## src/rtl/fetch_queue_unit.sv

```systemverilog
// Instruction-fetch stage: owns the fetch PC, reads the ICache, predicts
// branch/JAL targets statically and buffers fetched instructions in a FIFO.
module fetch_queue_unit #(
  parameter int unsigned     XLEN     = 32,
  parameter int unsigned     QDEPTH   = 4,
  parameter logic [XLEN-1:0] RESET_PC = '0
) (
  input  logic                    clk,
  input  logic                    rst,
  output logic [XLEN-1:0]         ic_addr,
  output logic                    ic_valid,
  input  logic                    ic_stall,
  input  logic [31:0]             ic_inst,
  input  logic                    redirect_valid,
  input  logic [XLEN-1:0]         redirect_pc,
  input  logic                    id_ready,
  output logic                    id_valid,
  output logic [XLEN-1:0]         id_pc,
  output logic [31:0]             id_inst,
  output logic                    id_pred_taken,
  output logic [XLEN-1:0]         id_pred_pc,
  output logic [$clog2(QDEPTH):0] q_count
);

  localparam int unsigned PW        = $clog2(QDEPTH);
  localparam int unsigned CW        = PW + 1;
  localparam logic [6:0]  OP_JAL    = 7'b1101111;
  localparam logic [6:0]  OP_BRANCH = 7'b1100011;
  localparam logic [31:0] NOP       = 32'h0000_0013;

  typedef struct packed {
    logic [XLEN-1:0] pc;
    logic [31:0]     inst;
    logic            pred_taken;
    logic [XLEN-1:0] pred_pc;
  } entry_t;

  entry_t          mem [QDEPTH];
  logic [XLEN-1:0] pc_q;
  logic [PW-1:0]   rd_ptr;
  logic [PW-1:0]   wr_ptr;
  logic [CW-1:0]   count;

  logic            full;
  logic            deq;
  logic            enq;
  logic [XLEN-1:0] j_off;
  logic [XLEN-1:0] b_off;
  entry_t          new_entry;

  assign full     = (count == CW'(QDEPTH));
  assign id_valid = (count != '0);
  assign deq      = id_valid & id_ready;
  assign ic_valid = rst & ~redirect_valid & (~full | deq);
  assign enq      = ic_valid & ~ic_stall;
  assign ic_addr  = pc_q;
  assign q_count  = count;

  // Static prediction: JAL always taken, backward branches taken, rest fall through
  always_comb begin
    j_off = {{(XLEN-21){ic_inst[31]}}, ic_inst[31], ic_inst[19:12], ic_inst[20],
             ic_inst[30:21], 1'b0};
    b_off = {{(XLEN-13){ic_inst[31]}}, ic_inst[31], ic_inst[7], ic_inst[30:25],
             ic_inst[11:8], 1'b0};
    new_entry.pc         = pc_q;
    new_entry.inst       = ic_inst;
    new_entry.pred_taken = 1'b0;
    new_entry.pred_pc    = pc_q + XLEN'(4);
    case (ic_inst[6:0])
      OP_JAL: begin
        new_entry.pred_taken = 1'b1;
        new_entry.pred_pc    = pc_q + j_off;
      end
      OP_BRANCH: begin
        if (ic_inst[31]) begin
          new_entry.pred_taken = 1'b1;
          new_entry.pred_pc    = pc_q + b_off;
        end
      end
      default: ;
    endcase
  end

  // PC, pointers and occupancy; reset beats redirect, redirect beats enq/deq
  always_ff @(posedge clk) begin
    if (!rst) begin
      pc_q   <= RESET_PC;
      rd_ptr <= '0;
      wr_ptr <= '0;
      count  <= '0;
    end else if (redirect_valid) begin
      pc_q   <= redirect_pc & ~XLEN'(3);
      rd_ptr <= '0;
      wr_ptr <= '0;
      count  <= '0;
    end else begin
      if (enq) begin
        wr_ptr <= wr_ptr + PW'(1);
        pc_q   <= new_entry.pred_pc;
      end
      if (deq) begin
        rd_ptr <= rd_ptr + PW'(1);
      end
      count <= count + CW'(enq) - CW'(deq);
    end
  end

  // Queue storage; slot at wr_ptr is free whenever enq is asserted
  always_ff @(posedge clk) begin
    if (enq) begin
      mem[wr_ptr] <= new_entry;
    end
  end

  // Head view; empty queue presents a NOP with zeroed metadata
  always_comb begin
    id_pc         = '0;
    id_inst       = NOP;
    id_pred_taken = 1'b0;
    id_pred_pc    = '0;
    if (id_valid) begin
      id_pc         = mem[rd_ptr].pc;
      id_inst       = mem[rd_ptr].inst;
      id_pred_taken = mem[rd_ptr].pred_taken;
      id_pred_pc    = mem[rd_ptr].pred_pc;
    end
  end

endmodule
```

## config.mk

```make
export PLATFORM = sky130hd
export DESIGN_NAME = fetch_queue_unit
export DESIGN_NICKNAME = d
export VERILOG_FILES = /design/src/rtl/fetch_queue_unit.sv
export SDC_FILE = /design/constraint.sdc
export NUM_CORES = 1
export LEC_CHECK = 0
export CORE_ASPECT_RATIO = 1.4
export CORE_UTILIZATION = 58
export DETAILED_ROUTE_END_ITERATION = 10
export GPL_ROUTABILITY_DRIVEN = 0
export PLACE_DENSITY = 0.81
export SYNTH_ARGS = -nofsm -noshare
export SYNTH_HDL_FRONTEND = slang
export SYNTH_SLANG_ARGS = --single-unit
```

## constraint.sdc

```tcl
create_clock -name clk -period 6.2 [get_ports clk]
set_clock_uncertainty 0.2 [all_clocks]
set_input_delay 0.62 -clock clk [delete_from_list [all_inputs] [get_ports clk]]
set_output_delay 0.62 -clock clk [all_outputs]
set_load 0.005 [all_outputs]
```

==> results.md <==
| Quantity | Reported |
|:---|:---|
| Status | completed |
| Crit path required time | 6.22 ns |
| DR DRC count | 0 |
| Hold Crit Endpoint | wr_ptr[1]$_SDFFE_PP0P_ |
| Row Count | 81 |
| Critical path cell sequence | clkdlybuf4s50_1, ha_1, and4_1, and3_1, nand3_1, a31oi_1, a31oi_1, o311ai_0 |
| Die span in x | 162 microns |
| Setup slack at placement | 1.52 ns |
| Die height | 225 microns |
| Global routing usage summed across all routing layers | 0.296 |
| Peak clock frequency supported by timing | 0.237 GHz |
| Internal power contribution | 4860 uW |
| Global-route wire length before repair | 80900 microns |
| Met1 wire length | 19100 microns |
| Power density over the cells | 261 mW/mm^2 |
| Number of DRC markers in iteration 0 | 1502 |
| Detailed-router iteration count before antenna repair | 5 |
| Start point of the worst hold path | wr_ptr[1]$_SDFFE_PP0P_ |
| Area fraction of the dominant cell type after synthesis | 0.552 |
| Total of warnings raised by yosys | 0 |
| # port buffers | 197 |
| Number of sinks handled by clock tree synthesis | 420 |
| Final slew viol count | 0 |
| Number of buffers inserted to repair setup after CTS | 0 |
| Type of element capturing the critical path | register |
| Net Sw Frac | 0.230 |
| Category of the most critical setup path | input port to register |
| Post-CTS sizing | 0 |
| Number of distinct library cell variants in the gate-level netlist after synthesis | 81 |
| Share of the cycle needed by the critical path after routing | 0.680 |
| Pin count of the biggest net entering global routing | 71 |
| Vias after detailed routing | 14300 |
| Fraction of layout cells with a size suffix above 1 | 0.124 |
| Area of the core region | 0.0351 sq mm |
| Slack of the worst reg-to-reg path | 2.13 ns |
| Clock period minus worst slack | 4.22 ns |
| Post-Route Setup TNS | 0 ns |
| Largest delay share family, worst path | compound AO/OA/AOI/OAI gates |
| Critical-path cell with the highest stage delay | sky130_fd_sc_hd__clkdlybuf4s50_1 |
| TritonCTS clock tree | yes |
| Synth area leader | sky130_fd_sc_hd__edfxtp_1 |
| Sw Pwr | 1450 uW |
| CTS Hold Bufs | 0 |
| Most frequent CP cell | sky130_fd_sc_hd__a31oi_1 |
| Number of endpoints with negative hold slack in the final report | 0 |
| Clock latency on the worst-skew pair | 0.54 ns |
| Number of antenna violations at the first check in global routing | 0 |
| Footprint of the flip-flops and latches | 0.0122 sq mm |
| Clock buffers created by TritonCTS | 39 |
| Power consumption | 6310 uW |
| Worst hold path depth | 2 |
| Flop pwr share | 0.506 |
| Area enclosed by the die boundary | 0.0364 sq mm |
| Sequential area share after synthesis | 0.590 |
| Final instance area | 0.0242 sq mm |
| Gate count after technology mapping | 1536 |
| Worst reg2reg path endpoint | mem[3][26]$_DFFE_PP_ |
| Area taken by multi-input logic gates | 0.00780 sq mm |
| Primary FF master, synth | sky130_fd_sc_hd__edfxtp_1 |
| Max rail drop VDD | 232 uV |
| Cell area after synthesis | 0.0207 sq mm |
| Type of the tightest min-delay check | register to register |
| Logic gate share of total power | 0.108 |
| Most frequent cells in the layout | sky130_fd_sc_hd__edfxtp_1 (380), sky130_fd_sc_hd__clkdlybuf4s50_1 (197), sky130_fd_sc_hd__nand2_1 (115), sky130_fd_sc_hd__and2_1 (97), sky130_fd_sc_hd__mux4_2 (95) |
| Starting utilization of the core area | 0.590 |
| # fillers | 2444 |
| Crit path DAT | 4.24 ns |
| Startpoint Class | input port |
| Clock Tree Buf Depth | 3 |
| Most common cell after layout, fill and taps aside | sky130_fd_sc_hd__edfxtp_1 |
| Worst R2R Start | ic_addr[7]$_SDFFE_PN0P_ |
| Delay of the slowest cell on the worst path | 0.89 ns |
| Routed WL | 53100 microns |
| Ys async rst share | 0 |
| Depth of the worst register-to-register path | 9 |
| Sum of net half-perimeters after detailed placement | 34800 microns |
| Wire per inst | 24.5 microns |
| Root buf cell | sky130_fd_sc_hd__clkbuf_16 |
| Leading cell types by total area after synthesis | sky130_fd_sc_hd__edfxtp_1 (55%), sky130_fd_sc_hd__mux4_2 (10%), sky130_fd_sc_hd__dfxtp_1 (3.9%), sky130_fd_sc_hd__and2_1 (3.1%), sky130_fd_sc_hd__ha_1 (3.0%) |
| Area after detailed placement | 0.0229 sq mm |
| Pin slew with the least headroom to its limit | 1.09 ns |
| Unrepaired setup endpoints after global routing | no |
| Top layer used by detailed routing | met4 |
| Final-report setup violation count | 0 |
| Worst path setup slack after routing | 1.98 ns |
| IO Count | 203 |
| Max H-tree Level | 2 |
| Crit path max fanout | 19 |
| Total gr overflow | 0 |
| CTS clock-pin slew for the worst setup and hold paths | 0.07 ns |
| Routed length on met3 | 3710 microns |
| Synthesis-to-finish area growth | 16.8% |
| Final #Nets | 1802 |
| Synthesized flop and latch total | 420 |
| Number of global-route vias before repair | 14200 |
| Metal2 WL | 27000 microns |
| Slew Limit Headroom | 0.273 |
| Avg Inst Size Synth | 13.5 sq um |
| Leak pwr | 0.00802 uW |
| Vias per cell | 6.60 |
| Count of antenna-violating nets left after detailed routing | 0 |
| Sum of buffers and inverters on the critical path | 1 |
| Number of enable-type register cells in the synthesized netlist | 380 |
| Diode insertion count for antenna repair | 0 |
| Share of power burned in the clock network | 0.386 |
| Max_cap viols | 0 |
[registers in the layout, summed over array words and instances, names as in the netlist, named ones only]
register / flops
wr_ptr: 2
q_count: 3
rd_ptr: 2
mem: 380
ic_addr: 31
[stage by stage]
step | util | hold WS, ns | cells
3_3_place_gp | 0.652 | 0.297 | 2095
3_5_place_dp | 0.652 | 0.330 | 2095
2_1_floorplan | - | 0.285 | 1538
6_report | 0.689 | 0.380 | 2163
4_1_cts | 0.689 | 0.377 | 2163
5_1_grt | 0.689 | 0.413 | 2163
[worst register-to-register path: cells and delay by family (launching register included)]
family	cells	cell delay, ns
adder cells (fa/ha/maj)	1	0.46
flip-flops	1	0.74
AO/OA/AOI/OAI	6	2.00
multiplexers	1	0.16
AND/OR/NAND/NOR	1	0.16
[worst max-delay path by stage]
| stage | from | slack [ns] | cells after the start | endpoint |
|---|---|---|---|---|
| after floorplan | redirect_valid | 1.62 | 6 | mem[0][10]$_DFFE_PP_ |
| final | ic_inst[31] | 1.98 | 8 | mem[3][26]$_DFFE_PP_ |
| after global placement | ic_inst[31] | 1.69 | 8 | mem[2][26]$_DFFE_PP_ |
| after global routing | ic_inst[31] | 1.73 | 8 | mem[3][26]$_DFFE_PP_ |
| after CTS | register | 2.03 | 4 | id_pred_pc[11] |
| after detailed placement | ic_inst[31] | 1.52 | 8 | mem[3][26]$_DFFE_PP_ |
[metal layers]
layer  vias to the layer above  global-route usage
met3                       232              0.0392
met1                      7021               0.350
met5                         -                   0
met2                       793               0.519
li1                       6224                   -
met4                         0               0.171
[cells in the mapped netlist (7+ instances only)]
library cell	number
sky130_fd_sc_hd__and3_1	9
sky130_fd_sc_hd__nor2b_1	8
sky130_fd_sc_hd__clkbuf_1	65
sky130_fd_sc_hd__a21o_1	17
sky130_fd_sc_hd__o31ai_1	10
sky130_fd_sc_hd__or3_1	18
sky130_fd_sc_hd__nor3_1	30
sky130_fd_sc_hd__inv_1	30
sky130_fd_sc_hd__o2bb2ai_1	8
sky130_fd_sc_hd__nor2_1	72
sky130_fd_sc_hd__o21ai_0	50
sky130_fd_sc_hd__a211oi_1	8
sky130_fd_sc_hd__ha_1	50
sky130_fd_sc_hd__buf_1	7
sky130_fd_sc_hd__mux4_2	95
sky130_fd_sc_hd__nand4_1	19
sky130_fd_sc_hd__a22oi_1	25
sky130_fd_sc_hd__and2_1	101
sky130_fd_sc_hd__xnor2_1	26
sky130_fd_sc_hd__a31oi_1	11
sky130_fd_sc_hd__a41oi_1	7
sky130_fd_sc_hd__or2_2	13
sky130_fd_sc_hd__edfxtp_1	380
sky130_fd_sc_hd__o21a_1	10
sky130_fd_sc_hd__nand2_1	115
sky130_fd_sc_hd__buf_4	34
sky130_fd_sc_hd__nand3_1	39
sky130_fd_sc_hd__dfxtp_1	40
sky130_fd_sc_hd__o211ai_1	12
sky130_fd_sc_hd__a21oi_1	74
sky130_fd_sc_hd__buf_2	11
sky130_fd_sc_hd__xor2_1	17
[kinds of logic (layout without fill, tap and decap cells)]
kind of cell,count (synthesis),in the layout,share of synthesized area
xor+xnor,43,43,0.0182
compound gates,310,310,0.103
other cells,1,3,0.000181
fa+ha+maj,53,53,0.0332
buf+inv,148,317,0.0337
mux,100,100,0.106
simple gates,461,461,0.115
flops,420,420,0.590
[layout make-up]
cell class,instances,area share
clock inverters,16,0.00927
clock buffers,52,0.0441
well taps,456,0.0236
flip-flops and latches,420,0.506
multi-input cells,970,0.323
repair buffers,218,0.0892
inverters,31,0.00482
[power groups by stage]
stage          combinational (uW)  clock, uW  sequential (uW)
6_report                      680       2440             3190
5_1_grt                       730       2550             3200
4_1_cts                       668       2460             3190
3_5_place_dp                  662          0             3250
3_3_place_gp                  645          0             3250
2_1_floorplan                 408          0             3230
Note: power is estimated with default switching activity, not from simulation.
